==> src/rtl/efb_wb_arbiter_if.sv <==
`default_nettype none
// ============================================================================
//  Module   : efb_wb_arbiter_if
//  Purpose  : Wishbone signal bundle between the two EFB masters, the
//             arbiter and the single EFB slave port.
//  Modports : slave  - arbiter view (takes m0_*/m1_* requests, drives s_*)
//             master - environment view (masters and EFB side)
//  Signals  : m{0,1}_cyc/stb/we/lock/adr/dat_o  requests from the masters
//             m{0,1}_dat_i/ack                  responses to the masters
//             s_cyc/stb/we/adr/dat_o            forwarded cycle to the EFB
//             s_dat_i/ack                       EFB response
//  Revision : 1.0  initial release
// ============================================================================
interface efb_wb_arbiter_if #(
  parameter int ADDR_W = 8,
  parameter int DATA_W = 8
);
  logic              m0_cyc;
  logic              m0_stb;
  logic              m0_we;
  logic              m0_lock;
  logic [ADDR_W-1:0] m0_adr;
  logic [DATA_W-1:0] m0_dat_o;
  logic [DATA_W-1:0] m0_dat_i;
  logic              m0_ack;

  logic              m1_cyc;
  logic              m1_stb;
  logic              m1_we;
  logic              m1_lock;
  logic [ADDR_W-1:0] m1_adr;
  logic [DATA_W-1:0] m1_dat_o;
  logic [DATA_W-1:0] m1_dat_i;
  logic              m1_ack;

  logic              s_cyc;
  logic              s_stb;
  logic              s_we;
  logic [ADDR_W-1:0] s_adr;
  logic [DATA_W-1:0] s_dat_o;
  logic [DATA_W-1:0] s_dat_i;
  logic              s_ack;

  modport slave (
    input  m0_cyc, m0_stb, m0_we, m0_lock, m0_adr, m0_dat_o,
    output m0_dat_i, m0_ack,
    input  m1_cyc, m1_stb, m1_we, m1_lock, m1_adr, m1_dat_o,
    output m1_dat_i, m1_ack,
    output s_cyc, s_stb, s_we, s_adr, s_dat_o,
    input  s_dat_i, s_ack
  );

  modport master (
    output m0_cyc, m0_stb, m0_we, m0_lock, m0_adr, m0_dat_o,
    input  m0_dat_i, m0_ack,
    output m1_cyc, m1_stb, m1_we, m1_lock, m1_adr, m1_dat_o,
    input  m1_dat_i, m1_ack,
    input  s_cyc, s_stb, s_we, s_adr, s_dat_o,
    output s_dat_i, s_ack
  );
endinterface
`default_nettype wire

==> src/rtl/efb_wb_arbiter.sv <==
`default_nettype none
// ============================================================================
//  Module   : efb_wb_arbiter
//  Purpose  : Shares the EFB Wishbone slave port between the ADC readout
//             master (m0, high priority) and the SD-card master (m1).
//             Per-master lock keeps multi-byte SPI transfers atomic, a
//             starvation counter forces m1 in after STARVE_LIMIT contended
//             m0 grants, and an ack timeout recovers from a hung EFB.
//  Ports    : clock       system clock (clock_84_0000)
//             reset       asynchronous active-low reset
//             bus         efb_wb_arbiter_if.slave (masters + EFB signals)
//             grant       one-hot owner, 01 = m0, 10 = m1, 00 = none
//             timeout_err one-cycle pulse when an ack timeout fires
//  Revision : 1.0  initial release
// ============================================================================
module efb_wb_arbiter #(
  parameter int ADDR_W         = 8,
  parameter int DATA_W         = 8,
  parameter int STARVE_LIMIT   = 4,
  parameter int TIMEOUT_CYCLES = 255
) (
  input  logic                  clock,
  input  logic                  reset,
  efb_wb_arbiter_if.slave       bus,
  output logic [1:0]            grant,
  output logic                  timeout_err
);

  localparam int c_starve_w = $clog2(STARVE_LIMIT + 1);
  localparam int c_tmo_w    = $clog2(TIMEOUT_CYCLES + 1);
  localparam logic [c_starve_w-1:0] c_starve_max = c_starve_w'(STARVE_LIMIT);
  localparam logic [c_tmo_w-1:0]    c_tmo_last   = c_tmo_w'(TIMEOUT_CYCLES - 1);

  typedef enum logic [1:0] {
    IDLE    = 2'd0,
    OWN0    = 2'd1,
    OWN1    = 2'd2,
    RELEASE = 2'd3
  } state_t;

  state_t                r_state;
  state_t                w_state_nxt;
  logic [1:0]            r_grant;
  logic [1:0]            w_grant_nxt;
  logic [c_starve_w-1:0] r_starve_cnt;
  logic [c_starve_w-1:0] w_starve_nxt;
  logic [c_tmo_w-1:0]    r_tmo_cnt;
  logic [c_tmo_w-1:0]    w_tmo_nxt;

  logic w_own0;
  logic w_own1;
  logic w_owner_stb;
  logic w_tmo_hit;

  assign w_own0 = (r_state == OWN0);
  assign w_own1 = (r_state == OWN1);

  // Strobe of the current owner before any timeout masking; this is what
  // the timeout counter watches.
  assign w_owner_stb = (w_own0 & bus.m0_stb) | (w_own1 & bus.m1_stb);

  // A real ack on the last allowed cycle wins over the timeout.
  assign w_tmo_hit = w_owner_stb & ~bus.s_ack & (r_tmo_cnt == c_tmo_last);

  // --------------------------------------------------------------------------
  // State register
  // --------------------------------------------------------------------------
  always_ff @(posedge clock or negedge reset) begin
    if (!reset) begin
      r_state      <= IDLE;
      r_grant      <= 2'b00;
      r_starve_cnt <= '0;
      r_tmo_cnt    <= '0;
    end else begin
      r_state      <= w_state_nxt;
      r_grant      <= w_grant_nxt;
      r_starve_cnt <= w_starve_nxt;
      r_tmo_cnt    <= w_tmo_nxt;
    end
  end

  // --------------------------------------------------------------------------
  // Next-state, grant, starvation and timeout counters
  // --------------------------------------------------------------------------
  always_comb begin
    w_state_nxt  = r_state;
    w_grant_nxt  = r_grant;
    w_starve_nxt = r_starve_cnt;

    unique case (r_state)
      IDLE: begin
        if (bus.m1_cyc && (!bus.m0_cyc || (r_starve_cnt == c_starve_max))) begin
          w_state_nxt  = OWN1;
          w_grant_nxt  = 2'b10;
          w_starve_nxt = '0;
        end else if (bus.m0_cyc) begin
          w_state_nxt = OWN0;
          w_grant_nxt = 2'b01;
          // Only grants that made m1 wait count towards starvation.
          if (!bus.m1_cyc) begin
            w_starve_nxt = '0;
          end else if (r_starve_cnt != c_starve_max) begin
            w_starve_nxt = r_starve_cnt + c_starve_w'(1);
          end
        end
      end
      OWN0: begin
        // Timeout releases the bus even if the master holds its lock.
        if (w_tmo_hit || (!bus.m0_cyc && !bus.m0_lock)) begin
          w_state_nxt = RELEASE;
          w_grant_nxt = 2'b00;
        end
      end
      OWN1: begin
        if (w_tmo_hit || (!bus.m1_cyc && !bus.m1_lock)) begin
          w_state_nxt = RELEASE;
          w_grant_nxt = 2'b00;
        end
      end
      RELEASE: begin
        // One dead cycle so the EFB always sees s_cyc fall between owners.
        w_state_nxt = IDLE;
        w_grant_nxt = 2'b00;
      end
      default: begin
        w_state_nxt = IDLE;
        w_grant_nxt = 2'b00;
      end
    endcase

    if (w_state_nxt != r_state) begin
      w_tmo_nxt = '0;
    end else if (w_owner_stb && !bus.s_ack) begin
      w_tmo_nxt = r_tmo_cnt + c_tmo_w'(1);
    end else begin
      w_tmo_nxt = '0;
    end
  end

  // --------------------------------------------------------------------------
  // Bus multiplexing (combinational pass-through from the owner)
  // --------------------------------------------------------------------------
  always_comb begin
    bus.s_cyc    = 1'b0;
    bus.s_stb    = 1'b0;
    bus.s_we     = 1'b0;
    bus.s_adr    = '0;
    bus.s_dat_o  = '0;
    bus.m0_ack   = 1'b0;
    bus.m1_ack   = 1'b0;
    bus.m0_dat_i = bus.s_dat_i;
    bus.m1_dat_i = bus.s_dat_i;
    timeout_err  = w_tmo_hit;

    if (w_own0) begin
      bus.s_cyc   = bus.m0_cyc & ~w_tmo_hit;
      bus.s_stb   = bus.m0_stb & ~w_tmo_hit;
      bus.s_we    = bus.m0_we;
      bus.s_adr   = bus.m0_adr;
      bus.s_dat_o = bus.m0_dat_o;
      bus.m0_ack  = bus.s_ack | w_tmo_hit;
      if (w_tmo_hit) begin
        bus.m0_dat_i = '1;
      end
    end else if (w_own1) begin
      bus.s_cyc   = bus.m1_cyc & ~w_tmo_hit;
      bus.s_stb   = bus.m1_stb & ~w_tmo_hit;
      bus.s_we    = bus.m1_we;
      bus.s_adr   = bus.m1_adr;
      bus.s_dat_o = bus.m1_dat_o;
      bus.m1_ack  = bus.s_ack | w_tmo_hit;
      if (w_tmo_hit) begin
        bus.m1_dat_i = '1;
      end
    end
  end

  assign grant = r_grant;

endmodule
`default_nettype wire

==> src/flat_wrapper.sv <==
// flat-port wrapper written by rule: the top's interface ports become plain ports
module efb_wb_arbiter_flat 
#(
  parameter int ADDR_W         = 8,
  parameter int DATA_W         = 8,
  parameter int STARVE_LIMIT   = 4,
  parameter int TIMEOUT_CYCLES = 255
)
  (clock, reset, grant, timeout_err, bus_m0_cyc, bus_m0_stb, bus_m0_we, bus_m0_lock, bus_m0_adr, bus_m0_dat_o, bus_m0_dat_i, bus_m0_ack, bus_m1_cyc, bus_m1_stb, bus_m1_we, bus_m1_lock, bus_m1_adr, bus_m1_dat_o, bus_m1_dat_i, bus_m1_ack, bus_s_cyc, bus_s_stb, bus_s_we, bus_s_adr, bus_s_dat_o, bus_s_dat_i, bus_s_ack);
  efb_wb_arbiter_if #(.ADDR_W(ADDR_W), .DATA_W(DATA_W)) bus_i ();
  input  logic clock;
  input  logic reset;
  output logic [1:0] grant;
  output logic timeout_err;
  input wire logic [$bits(bus_i.m0_cyc)-1:0] bus_m0_cyc;
  input wire logic [$bits(bus_i.m0_stb)-1:0] bus_m0_stb;
  input wire logic [$bits(bus_i.m0_we)-1:0] bus_m0_we;
  input wire logic [$bits(bus_i.m0_lock)-1:0] bus_m0_lock;
  input wire logic [$bits(bus_i.m0_adr)-1:0] bus_m0_adr;
  input wire logic [$bits(bus_i.m0_dat_o)-1:0] bus_m0_dat_o;
  output wire logic [$bits(bus_i.m0_dat_i)-1:0] bus_m0_dat_i;
  output wire logic [$bits(bus_i.m0_ack)-1:0] bus_m0_ack;
  input wire logic [$bits(bus_i.m1_cyc)-1:0] bus_m1_cyc;
  input wire logic [$bits(bus_i.m1_stb)-1:0] bus_m1_stb;
  input wire logic [$bits(bus_i.m1_we)-1:0] bus_m1_we;
  input wire logic [$bits(bus_i.m1_lock)-1:0] bus_m1_lock;
  input wire logic [$bits(bus_i.m1_adr)-1:0] bus_m1_adr;
  input wire logic [$bits(bus_i.m1_dat_o)-1:0] bus_m1_dat_o;
  output wire logic [$bits(bus_i.m1_dat_i)-1:0] bus_m1_dat_i;
  output wire logic [$bits(bus_i.m1_ack)-1:0] bus_m1_ack;
  output wire logic [$bits(bus_i.s_cyc)-1:0] bus_s_cyc;
  output wire logic [$bits(bus_i.s_stb)-1:0] bus_s_stb;
  output wire logic [$bits(bus_i.s_we)-1:0] bus_s_we;
  output wire logic [$bits(bus_i.s_adr)-1:0] bus_s_adr;
  output wire logic [$bits(bus_i.s_dat_o)-1:0] bus_s_dat_o;
  input wire logic [$bits(bus_i.s_dat_i)-1:0] bus_s_dat_i;
  input wire logic [$bits(bus_i.s_ack)-1:0] bus_s_ack;
  assign bus_i.m0_cyc = bus_m0_cyc;
  assign bus_i.m0_stb = bus_m0_stb;
  assign bus_i.m0_we = bus_m0_we;
  assign bus_i.m0_lock = bus_m0_lock;
  assign bus_i.m0_adr = bus_m0_adr;
  assign bus_i.m0_dat_o = bus_m0_dat_o;
  assign bus_m0_dat_i = bus_i.m0_dat_i;
  assign bus_m0_ack = bus_i.m0_ack;
  assign bus_i.m1_cyc = bus_m1_cyc;
  assign bus_i.m1_stb = bus_m1_stb;
  assign bus_i.m1_we = bus_m1_we;
  assign bus_i.m1_lock = bus_m1_lock;
  assign bus_i.m1_adr = bus_m1_adr;
  assign bus_i.m1_dat_o = bus_m1_dat_o;
  assign bus_m1_dat_i = bus_i.m1_dat_i;
  assign bus_m1_ack = bus_i.m1_ack;
  assign bus_s_cyc = bus_i.s_cyc;
  assign bus_s_stb = bus_i.s_stb;
  assign bus_s_we = bus_i.s_we;
  assign bus_s_adr = bus_i.s_adr;
  assign bus_s_dat_o = bus_i.s_dat_o;
  assign bus_i.s_dat_i = bus_s_dat_i;
  assign bus_i.s_ack = bus_s_ack;
  efb_wb_arbiter #(.ADDR_W(ADDR_W), .DATA_W(DATA_W), .STARVE_LIMIT(STARVE_LIMIT), .TIMEOUT_CYCLES(TIMEOUT_CYCLES)) u_core (.clock(clock), .reset(reset), .bus(bus_i), .grant(grant), .timeout_err(timeout_err));
endmodule
==> config.mk <==
export PLATFORM = sky130hd
export DESIGN_NAME = efb_wb_arbiter_flat
export DESIGN_NICKNAME = d
export VERILOG_FILES = /design/src/rtl/efb_wb_arbiter_if.sv /design/src/rtl/efb_wb_arbiter.sv /design/src/flat_wrapper.sv
export SDC_FILE = /design/constraint.sdc
export NUM_CORES = 1
export LEC_CHECK = 0
export BUFFER_PORTS_ARGS = -buffer_cell sky130_fd_sc_hd__buf_2
export CORE_ASPECT_RATIO = 1.75
export CORE_UTILIZATION = 43
export CTS_CLUSTER_DIAMETER = 50
export CTS_CLUSTER_SIZE = 14
export DETAILED_ROUTE_END_ITERATION = 8
export HOLD_SLACK_MARGIN = 0.02
export PLACE_DENSITY = 0.91
export REMOVE_ABC_BUFFERS = 1
export SLEW_MARGIN = 20
export SYNTH_ARGS = -nofsm -noshare
export SYNTH_HDL_FRONTEND = slang
export SYNTH_SLANG_ARGS = --single-unit
==> constraint.sdc <==
create_clock -name clock -period 4.1 [get_ports clock]
set_input_delay 0.82 -clock clock [delete_from_list [all_inputs] [get_ports clock]]
set_output_delay 0.82 -clock clock [all_outputs]
set_load 0.01 [all_outputs]
After elaboration in Yosys (flattened, before gate mapping)
Index checks and enable logic that the tools add are counted.
Widths: inputs -> output; s select.
{ "classes": {"addsub": 2, "n_eq_ne": 11, "muxes": 33, "bitwise": 12, "n_reduce_logical": 16} }
{ "ops": {"columns": ["op", "n"], "rows": [
  ["$mux 8", 10],
  ["$mux 2", 8],
  ["$pmux 2 s4", 2],
  ["$mux 3", 4],
  ["$mux 1", 9],
  ["$add 8x1->8 const B", 1],
  ["$and 1x1->1", 8],
  ["$eq 8x8->1 const B", 1],
  ["$reduce_and 3->1", 2],
  ["$logic_not 1->1", 5],
  ["$eq 2x2->1 const B", 2],
  ["$logic_and 1x1->1", 4],
  ["$ne 2x2->1 const B", 2],
  ["$add 3x1->3 const B", 1],
  ["$eq 3x3->1 const B", 1],
  ["$logic_or 1x1->1", 3],
  ["$ne 3x1->1 const B", 1],
  ["$ne 3x2->1 const B", 1],
  ["$ne 3x3->1 const B", 1],
  ["$eq 2x1->1 const B", 1],
  ["$logic_not 2->1", 1],
  ["$ne 2x2->1", 1],
  ["$not 1->1", 2],
  ["$or 1x1->1", 2],
  ["$reduce_bool 2->1", 1]
]} }
{ "totals": {"register_bits": 15, "input_bits": 51, "output_inout_bits": 40, "elab_cells": 78} }

Depth between registers and ports, before layout
Gate-level depths: netlist of the first run.
{ "depth": {"word_depth": 10, "depth_mapped": 7, "depth_no_buf": 6} }

Worst setup path after synthesis of the first run
No wires, ideal clock.
{ "synth_timing": {"path_type": "in2out", "start": "in bus_s_ack", "end": "out bus_m1_dat_i[0]", "arrival_ps": 1921, "required_ps": 3280, "slack_ps": 1359, "cell_stages": 4, "path_buffers": 0, "path_cell_list": "nand4b_1 > a2111oi_4 > and2_1 > or2_1"} }
{ "synth_via": {"elab_chain_len": 6} }
{ "synth_rtl": {"columns": ["item", "line", "text"], "rows": [
  ["start: declaration", "flat_wrapper.sv:37", "input wire logic [$bits(bus_i.s_ack)-1:0] bus_s_ack;"],
  ["$not 1->1", "efb_wb_arbiter.sv:63", "assign w_tmo_hit = w_owner_stb & ~bus.s_ack & (r_tmo_cnt == c_tmo_last);"],
  ["$and 1x1->1 (2 in a row)", "efb_wb_arbiter.sv:63", null],
  ["net timeout_err", "flat_wrapper.sv:14", "output logic timeout_err;"],
  ["$mux 8", "efb_wb_arbiter.sv:172", "if (w_tmo_hit) begin"],
  ["$mux 8", "efb_wb_arbiter.sv:165", "end else if (w_own1) begin"],
  ["$mux 8", "efb_wb_arbiter.sv:155", "if (w_own0) begin"],
  ["end: declaration", "flat_wrapper.sv:29", "output wire logic [$bits(bus_i.m1_dat_i)-1:0] bus_m1_dat_i;"]
]} }
The timed path passes the listed nets, and every way through them passes these cells.

Final worst setup path of the first run
{ "layout_timing": {"start": "in bus_s_ack", "end": "out bus_m1_dat_i[5]"} }
{ "layout_via": {"elab_chain_len": 6} }
{ "layout_rtl": {"columns": ["item", "line"], "rows": [
  ["$not 1->1", "efb_wb_arbiter.sv:63"],
  ["$and 1x1->1 (2 in a row)", "efb_wb_arbiter.sv:63"],
  ["$mux 8", "efb_wb_arbiter.sv:172"],
  ["$mux 8", "efb_wb_arbiter.sv:165"],
  ["$mux 8", "efb_wb_arbiter.sv:155"]
]} }
No other way between the ends.

==> results of run 1 <==
-- worst max-delay path, cell delays in order --
cell and delay [ns]:
buf_2 0.12, nand4b_1 0.21, a2111oi_4 0.53, and2_1 0.33, or2_1 0.13, buf_2 0.12
-- report_power, final --
part	total (uW)	leakage, uW	internal (uW)	switching, uW
Sequential	226	0.000202	179	47.2
Combinational	484	0.000686	224	260
Clock	120	0.0000228	68.9	50.8
-- stage by stage --
step / total power [uW] / area (sq um) / std cells / setup WS (ns)
4_1_cts: 834 / 1720 / 250 / 1.03
2_1_floorplan: 517 / 1170 / 127 / 1.19
3_5_place_dp: 715 / 1670 / 246 / 1.04
5_1_grt: 892 / 1720 / 250 / 0.901
6_report: 830 / 1720 / 250 / 1.02
3_3_place_gp: 705 / 1670 / 246 / 1.12
-- cell type report --
type	count	area share
Tap cell	27	0.0197
Inverter	5	0.0109
Multi-Input combinational cell	107	0.453
Sequential cell	15	0.219
Timing Repair Buffer	92	0.271
Clock buffer	4	0.0263
-- per-layer routing --
layer | part of all wire | global-route usage | up-vias
met2 | 0.50 | 0.419 | 81
li1 | - | - | 673
met1 | 0.36 | 0.226 | 618
met5 | 0 | 0 | -
met3 | 0.10 | 0.0746 | 17
met4 | 0.039 | 0.139 | 0
-- worst max path at each step --
| stage | endpoint | cells after the start |
|---|---|---|
| after global routing | bus_m1_dat_i[7] | 6 |
| after detailed placement | bus_m1_dat_i[5] | 6 |
| final | bus_m1_dat_i[5] | 6 |
| after CTS | bus_m1_dat_i[5] | 6 |
| after global placement | bus_m1_dat_i[6] | 6 |
| after floorplan | bus_m0_dat_i[0] | 3 |
-- registers in the layout (all words and copies together) (netlist names) --
signal               cells
u_core.r_state           2
u_core.grant             2
u_core.r_tmo_cnt         8
u_core.r_starve_cnt      3
-- cells by family (layout without fill, tap and decap cells) --
family | after synthesis | in the layout
flops | 15 | 15
mux | 1 | 1
fa+ha+maj | 4 | 4
simple gates | 61 | 61
compound gates | 35 | 35
xor+xnor | 6 | 6
buf+inv | 13 | 101
-- cells in the final DEF (no fill, tap or decap), types with 2 or more instances in the layout --
| cell type | instances |
|---|---|
| buf_4 | 2 |
| nand3_1 | 7 |
| nand2_1 | 6 |
| nor2b_1 | 3 |
| nor2_1 | 7 |
| xnor2_1 | 3 |
| inv_1 | 5 |
| o21ai_0 | 5 |
| nor3_1 | 10 |
| ha_1 | 4 |
| xor2_1 | 3 |
| a22o_1 | 18 |
| nand2b_1 | 9 |
| nor4bb_1 | 2 |
| a21oi_1 | 2 |
| clkbuf_8 | 3 |
| buf_2 | 90 |
| dfrtp_1 | 15 |
| or2_1 | 8 |
| o21ai_2 | 2 |
==> metrics.md, run 1 <==
| Metric | Value |
|---|---|
| Detailed Routing Iterations Pass 1 | `4` |
| WP data required | `3.28 ns` |
| Post-route DRC | `0` |
| R2R cell count | `4` |
| Routed wire per std cell | `14.2 um` |
| Area of the multi-input gates | `777 sq um` |
| FFs w/ async S/R, synth | `1.00` |
| Initial antenna violation count | `0` |
| Largest net degree at the start of global routing | `22` |
| DIE AREA | `3060 sq um` |
| Critical Path Fanout Max | `8` |
| Routed vias | `1389` |
| R2R setup slack | `1.85 ns` |
| Post-DP HPWL | `2870 um` |
| Chip height | `72.4 um` |
| Post-route core utilization | `0.638` |
| Root buffer cell | `clkbuf_8` |
| Storage cell area | `375 sq um` |
| Top_reg_cell synth | `dfrtp_1` |
| Hold WS | `0.467 ns` |
| Area delta synth->final | `40.9%` |
| Top cells by count, synth | `18 x a22o_1, 15 x dfrtp_1, 10 x nor3_1` |
| FF-to-FF Start | `u_core.r_state[0]` |
| Count leader, synth | `a22o_1` |
| Initial drt markers | `29` |
| Setup_tns | `0 ns` |
| Crit. Startpoint | `bus_s_ack` |
| Synth Register Bits | `15` |
| Row count | `25` |
| Vias in the first global route | `1367` |
| Num Clock Sinks | `15` |
| Hold Path Class | `in2async` |
| # H-tree levels | `1` |
| Pleak | `0.000911 uW` |
| Max cap viols | `0` |
| Xor-xnor portion of the synthesized cell area | `0.0432` |
| I/O Pins | `91` |
| RSZ-0062 raised after global routing | `false` |
| Max Slew Vio Count | `0` |
| Power per cell area | `484 nW/um^2` |
| Critical Path Source Type | `primary input` |
| Antenna Cells | `0` |
| Synth Instances | `135` |
| Compound-cell area share of the yosys netlist | `0.245` |
| Largest family of logic cells by synthesized area | `simple AND/OR/NAND/NOR gates` |
| Clock slew at reported path FFs | `0.06 ns` |
| Gr ovfl total | `0` |
| Worst r2r dst | `u_core.r_tmo_cnt[5]` |
| Synth Area in Simple Gates | `0.300` |
| TritonCTS clock tree | `yes` |
| EDFF count, synth | `0` |
| Period utilisation layout | `0.752` |
| CTS Buf Count | `3` |
| Area contributors post-synth | `dfrtp_1 31%, a22o_1 13%, nand2b_1 4.6%` |
| Gpl congestion | `0.780` |
| GRT Overall Usage | `0.233` |
| Post-cts gate resize count | `0` |
| CTS Buffer Depth | `2` |
| Fmax | `325 MHz` |
| Layout fillers | `228` |
| Die width | `42.2 um` |
| Initial core utilization | `0.453` |
| Post-DRT Antenna Nets | `0` |
| Synth cell types | `39` |
| Actual slew at the worst max-slew pin | `0.803 ns` |
| Nets | `279` |
| Final clock skew | `0.000607 ns` |
| Yosys warning count | `0` |
| Vias/cell | `5.56` |
| Final Hold Fails | `0` |
| WS Path Type | `in2out` |
| Postcts setup bufs | `0` |
| Post-Synth Adder-Cell Area | `0.0411` |
| Synthesized area | `1220 sq um` |
| Maximum vdd drop | `0.234 mV` |
| Relative slew slack | `0.464` |
| Cts hold-fix bufs | `0` |
| Buffers on Ports | `90` |
| Worst-Skew Late Latency | `0.25 ns` |
| Yosys top cell area share | `0.308` |
| Data arrival, critical path | `2.26 ns` |
| Outcome | `complete, no violations` |
| Fin crit period | `3.08 ns` |
| Ratio of cells with drive above 1 in the final layout | `0.466` |
| Mux cell area share after synthesis | `0.00925` |
| Critical path endpoint category | `primary output` |
| First-pass GRT wire length | `5590 um` |
| Post-synthesis sequential area ratio | `0.308` |
| Placeable Area | `2690 sq um` |
| Final setup viols | `0` |
| Final wirelength | `3560 um` |
| Syn avg cell area | `9.02 sq um` |
| Largest area contributor in the netlist | `dfrtp_1` |
Note: power is estimated with default switching activity, not from simulation.
==> run 2: changes to the inputs <==
CORE_UTILIZATION = 40   (was 43)
PLACE_DENSITY = 0.86   (was 0.91)
clock period = 3.2 ns   (was 4.1 ns; I/O delays follow)
==> run 2 against run 1 <==
Utilization decreased by 4.2 points. The flow now finishes with violations (design-rule violations). Worst hold slack worse by 0.18 ns. Via count grew 1.2%. Final cell count increased by 0.80%. Wire length grew 1.7%. Clock skew rose by 0.0017 ns. Flip-flop and latch count stayed put. Critical path type is now reg2out. Critical path depth increased by 1. Clock power up 30%. Register-to-register slack got worse by 0.92 ns. First-iteration DRC count grew 14%. Non-clock buffer count increased by 1.
==> metrics.md, run 2 (synthesis results as in run 1) <==
| Metric | Value |
|---|---|
| WS Path Type | `reg2out` |
| CP max-delay cell | `a2111oi_4` |
| Postcts setup bufs | `0 (unchanged)` |
| Layout fillers | `265 (+16%)` |
| R2R cell count | `4 (unchanged)` |
| Fmax | `352 MHz` |
| Max FFs per register | `8 (unchanged)` |
| Vias in the first global route | `1266 (-7.4%)` |
| # H-tree levels | `1 (unchanged)` |
| Vias/cell | `5.58 (+0.35%)` |
| Final Instance Count excl. Fillers | `252 (+0.80%)` |
| Pleak | `0.000919 uW (+0.88%)` |
| Maximum vdd drop | `0.407 mV (+74%)` |
| Row count | `26 (+4.0%)` |
| Clock slew at reported path FFs | `0.06 ns (about the same)` |
| Most frequent cells in the layout | `90 x buf_2, 18 x a22o_1, 15 x dfrtp_1, 10 x nor3_1, 9 x nand2b_1` |
| Cts hold-fix bufs | `0 (unchanged)` |
| First-pass GRT wire length | `5410 um (-3.2%)` |
| Detailed Routing Iterations Pass 1 | `6 (+2)` |
| Post-DP HPWL | `2910 um (+1.4%)` |
| FF-to-FF Start | `u_core.r_state[0]` |
| Final Hold Fails | `0 (unchanged)` |
| Period utilisation layout | `0.887` |
| Detail Route met2 WL | `1930 um (+7.7%)` |
| Biggest register | `u_core.r_tmo_cnt` |
| Initial antenna violation count | `0 (unchanged)` |
| Placement-stage cell area | `1680 sq um (+0.52%)` |
| Root buffer cell | `clkbuf_8` |
| I/O Pins | `91 (unchanged)` |
| Post-DRT Antenna Nets | `0 (unchanged)` |
| Cell family with most CP delay | `simple AND/OR/NAND/NOR gates` |
| CTS Buffer Depth | `2 (unchanged)` |
| Regs by FF count | `u_core.r_tmo_cnt: 8 flops, u_core.r_starve_cnt: 3 flops` |
| Hold Path Class | `in2async` |
| Critical Path Source Type | `flip-flop` |
| Setup_tns | `0 ns (unchanged)` |
| Gr ovfl total | `0 (unchanged)` |
| Data arrival, critical path | `2.20 ns (-0.06 ns)` |
| Placed insts | `248 (+0.81%)` |
| Area delta synth->final | `41.7%` |
| Final setup viols | `0 (unchanged)` |
| Failing checks | `design-rule violations` |
| Storage cell area | `375 sq um (unchanged)` |
| Buffers on Ports | `90 (unchanged)` |
| RSZ-0062 raised after global routing | `false` |
| Max layer used | `met4` |
| Area of the multi-input gates | `777 sq um (unchanged)` |
| Antenna Cells | `0 (unchanged)` |
| Power per cell area | `621 nW/um^2 (+28%)` |
| Critical path endpoint category | `primary output` |
| R2R setup slack | `0.93 ns (-0.92 ns)` |
| Critical Path Fanout Max | `8 (unchanged)` |
| Initial drt markers | `33 (+14%)` |
| CP peak stage delay | `0.50 ns (-0.03 ns)` |
| Num Clock Sinks | `15 (unchanged)` |
| Routed wire per std cell | `14.4 um (+0.94%)` |
| Commonest non-fill, non-tap cell in the layout | `buf_2` |
| Initial core utilization | `0.420 (-0.0321)` |
| Max cap viols | `0 (unchanged)` |
| Outcome | `complete, but fails checks` |
| Relative slew slack | `0.455 (-0.00848)` |
| Final Cell Area | `1730 sq um (+0.58%)` |
| Final wirelength | `3620 um (+1.7%)` |
| Cells along the critical path | `inv_1, ha_1, nand4b_1, a2111oi_4, and2_1, or2_1, buf_2` |
| Routed vias | `1405 (+1.2%)` |
| Metal3 WL | `332 um (-7.5%)` |
| WP data required | `2.56 ns (-0.72 ns)` |
| Worst r2r dst | `u_core.r_tmo_cnt[5]` |
| WL met1 | `1270 um (+0.55%)` |
| Nets | `280 (+0.36%)` |
| CTS Buf Count | `3 (unchanged)` |
| Actual slew at the worst max-slew pin | `0.816 ns (+0.0127 ns)` |
| Hold WS | `0.286 ns (-0.181 ns)` |
| Buf+Inv Stages, Crit Path | `2 (unchanged)` |
| TritonCTS clock tree | `yes` |
| Crit. Startpoint | `u_core.r_tmo_cnt[0]` |
| Post-cts gate resize count | `0 (unchanged)` |
| Fin crit period | `2.84 ns` |
| Max Slew Vio Count | `0 (unchanged)` |
| Ratio of cells with drive above 1 in the final layout | `0.473 (+0.00685)` |
| Chip height | `75.0 um (+3.6%)` |
| Gpl congestion | `0.793 (+1.6%)` |
| Final clock skew | `0.00233 ns (+0.00172 ns)` |
| Largest net degree at the start of global routing | `22 (unchanged)` |
| Placeable Area | `2900 sq um (+7.6%)` |
| DIE AREA | `3280 sq um (+7.2%)` |
| Worst-Skew Late Latency | `0.25 ns (about the same)` |
| Crit path depth | `7 (+1)` |
| GRT Overall Usage | `0.220 (-0.0128)` |
| Post-route core utilization | `0.596 (-0.0417)` |
| Die width | `43.7 um (+3.5%)` |
| Post-route DRC | `13 (+13)` |
## run 2: power breakdown
part           leakage, uW  internal [uW]  switching, uW
Sequential        0.000202            230           59.6
Clock            0.0000255           86.4           69.9
Combinational     0.000691            292            334
Total             0.000919            608            464
## run 2: layout make-up
cell class	count	area share
Clock buffer	3	0.0239
Clock inverter	1	0.00290
Inverter	5	0.0109
Multi-Input combinational cell	107	0.450
Sequential cell	15	0.218
Tap cell	28	0.0203
Timing Repair Buffer	93	0.274
## run 2: worst max path at each step
| stage | endpoint | slack (ns) |
|---|---|---|
| floorplan | bus_m0_dat_i[0] | 0.47 |
| global placement | bus_m1_dat_i[2] | 0.59 |
| detailed placement | bus_m1_dat_i[4] | 0.51 |
| CTS | bus_m1_dat_i[4] | 0.38 |
| global route | bus_m1_dat_i[3] | 0.20 |
| finish | bus_m1_dat_i[4] | 0.36 |
## run 2: stage by stage
stage	setup slack (ns)	power, uW
finish	0.361	1070
global route	0.200	1150
CTS	0.380	1080
detailed placement	0.507	915
global placement	0.588	906
floorplan	0.466	662
## run 2: layer usage
| metal | vias up | global-route usage |
|---|---|---|
| met2 | 66 | 0.421 |
| met5 | - | 0 |
| met1 | 658 | 0.223 |
| met3 | 8 | 0.0336 |
| li1 | 673 | - |
| met4 | 0 | 0.111 |
==> run 3: changes to the inputs <==
PLACE_DENSITY = 0.8   (was 0.86)
==> run 3 against run 2 <==
The flow still finishes with violations (design-rule violations). Sequential share of layout area barely moved. Worst hold slack worse by 0.0050 ns. Total power decreased by 0.15%. Fmax rose by 2.0%.
==> metrics.md, run 3 (synthesis results as in run 1) <==
| Metric | Value |
|---|---|
| Power, Total | `1070 uW (-0.15%)` |
| TritonCTS clock tree | `yes` |
| Routed vias | `1376 (-2.1%)` |
| Critical Path Source Type | `flip-flop` |
| # H-tree levels | `1 (unchanged)` |
| Pleak | `0.000916 uW (-0.30%)` |
| Setup_tns | `0 ns (unchanged)` |
| Initial drt markers | `46 (+39%)` |
| Area delta synth->final | `41.6% (about the same)` |
| Regs by FF count | `u_core.r_tmo_cnt: 8 flops, u_core.r_starve_cnt: 3 flops` |
| Cell family with most CP delay | `simple AND/OR/NAND/NOR gates` |
| CTS Buf Count | `3 (unchanged)` |
| WP data required | `2.56 ns (about the same)` |
| Power per cell area | `621 nW/um^2 (about the same)` |
| Fin crit period | `2.78 ns (-0.0549 ns)` |
| Final wirelength | `3480 um (-3.8%)` |
| Postcts setup bufs | `0 (unchanged)` |
| DIE AREA | `3280 sq um (unchanged)` |
| RSZ-0062 raised after global routing | `false` |
| Post-route DRC | `13 (unchanged)` |
| Vias in the first global route | `1211 (-4.3%)` |
| Buffers on Ports | `90 (unchanged)` |
| Post-cts gate resize count | `0 (unchanged)` |
| Buf+Inv Stages, Crit Path | `1 (-1)` |
| Period utilisation layout | `0.870 (-0.0172)` |
| Placed insts | `248 (unchanged)` |
| Die width | `43.7 um (unchanged)` |
| Num Clock Sinks | `15 (unchanged)` |
| Commonest non-fill, non-tap cell in the layout | `buf_2` |
| Layout fillers | `282 (+6.4%)` |
| Final Instance Count excl. Fillers | `252 (unchanged)` |
| Max cap viols | `0 (unchanged)` |
| Data arrival, critical path | `2.14 ns (-0.06 ns)` |
| Failing checks | `design-rule violations` |
| Maximum vdd drop | `0.394 mV (-3.2%)` |
| Routed wire per std cell | `13.8 um (-3.8%)` |
| Biggest register | `u_core.r_tmo_cnt` |
| Initial antenna violation count | `0 (unchanged)` |
| Most frequent cells in the layout | `90 x buf_2, 18 x a22o_1, 15 x dfrtp_1, 10 x nor3_1, 9 x nand2b_1` |
| Chip height | `75.0 um (unchanged)` |
| Cts hold-fix bufs | `0 (unchanged)` |
| Detailed Routing Iterations Pass 1 | `7 (+1)` |
| Hold Path Class | `in2async` |
| Placeable Area | `2900 sq um (unchanged)` |
| Initial core utilization | `0.420 (unchanged)` |
| Row count | `26 (unchanged)` |
| Gr ovfl total | `0 (unchanged)` |
| WS Path Type | `reg2out` |
| Ratio of cells with drive above 1 in the final layout | `0.469 (-0.00446)` |
| CTS Buffer Depth | `2 (unchanged)` |
| Worst-Skew Late Latency | `0.25 ns (about the same)` |
| Cells along the critical path | `nand3b_2, a2111oi_4, and2_1, or2_1, buf_2` |
| Fmax | `359 MHz (+2.0%)` |
| Post-DRT Antenna Nets | `0 (unchanged)` |
| Vias/cell | `5.46 (-2.1%)` |
| Antenna Cells | `0 (unchanged)` |
| Critical path endpoint category | `primary output` |
| Relative slew slack | `0.418 (-0.0371)` |
| Gpl congestion | `0.844 (+6.5%)` |
| Final clock skew | `0.00123 ns (-0.00109 ns)` |
| Nets | `280 (unchanged)` |
| Max Slew Vio Count | `0 (unchanged)` |
| CP peak stage delay | `0.51 ns (about the same)` |
| First-pass GRT wire length | `5170 um (-4.5%)` |
| Root buffer cell | `clkbuf_8` |
| Post-DP HPWL | `2760 um (-5.2%)` |
| Outcome | `complete, but fails checks` |
| Actual slew at the worst max-slew pin | `0.872 ns (+0.0556 ns)` |
| GRT Overall Usage | `0.207 (-0.0131)` |
| Largest net degree at the start of global routing | `22 (unchanged)` |
| CP max-delay cell | `a2111oi_4` |
| Critical Path Fanout Max | `11 (+3)` |
| Final setup viols | `0 (unchanged)` |
| Max FFs per register | `8 (unchanged)` |
| Clock slew at reported path FFs | `0.06 ns (about the same)` |
| I/O Pins | `91 (unchanged)` |
| Final Hold Fails | `0 (unchanged)` |
==> run 3: worst register-to-register path: cells and delay by family, from the launching register on <==
| family | cells | cell delay [ns] |
|---|---|---|
| AO/OA/AOI/OAI | 2 | 1.22 |
| AND/OR/NAND/NOR | 2 | 0.53 |
| flip-flops | 1 | 0.50 |
==> run 3: where the power goes <==
group	internal [uW]	leakage (uW)	total [uW]	switching (uW)
Combinational	291	0.000691	632	341
Clock	88.3	0.0000228	154	65.8
Sequential	230	0.000202	284	54.4
==> run 3: path summary, 6_finish.rpt <==
check	start	endpoint	slack, ns	depth (start not counted)
setup / recovery	u_core.r_state[0]	bus_m1_dat_i[7]	0.42	5
hold / removal	reset	u_core.r_tmo_cnt[3]	0.28	1
setup reg to reg	u_core.r_state[0]	u_core.r_tmo_cnt[6]	0.86	4
hold reg to reg	u_core.r_tmo_cnt[0]	u_core.r_tmo_cnt[0]	0.54	1
max in group asynchronous	reset	u_core.r_state[0]	2.67	1
min in group clock	u_core.r_tmo_cnt[0]	u_core.r_tmo_cnt[0]	0.54	1
==> run 3: layer usage <==
layer  up-vias  share of wire  wire length, um  global-route usage
met3         6           0.10              354              0.0360
met5         -              0                0                   0
met2        66           0.51             1790               0.375
met1       629           0.37             1300               0.240
li1        675              -                -                   -
met4         0          0.012               41              0.0729
==> run 3: area by class of cell <==
| type | count | area [sq um] | share of cell area |
|---|---|---|---|
| clock buffer | 4 | 45.0 | 0.0261 |
| inverter | 5 | 18.8 | 0.0109 |
| multi-input combinational | 107 | 777 | 0.451 |
| timing repair buffer | 93 | 473 | 0.274 |
| tap | 28 | 35.0 | 0.0203 |
| sequential | 15 | 375 | 0.218 |
==> run 3: per-stage QoR <==
step           area, sq um  hold WS, ns  setup slack, ns  utilization
2_1_floorplan         1170        0.344            0.466            -
3_3_place_gp          1680        0.517            0.597        0.580
3_5_place_dp          1680        0.526            0.519        0.580
4_1_cts               1720        0.293            0.421        0.596
5_1_grt               1720        0.309            0.240        0.596
6_report              1720        0.281            0.416        0.596
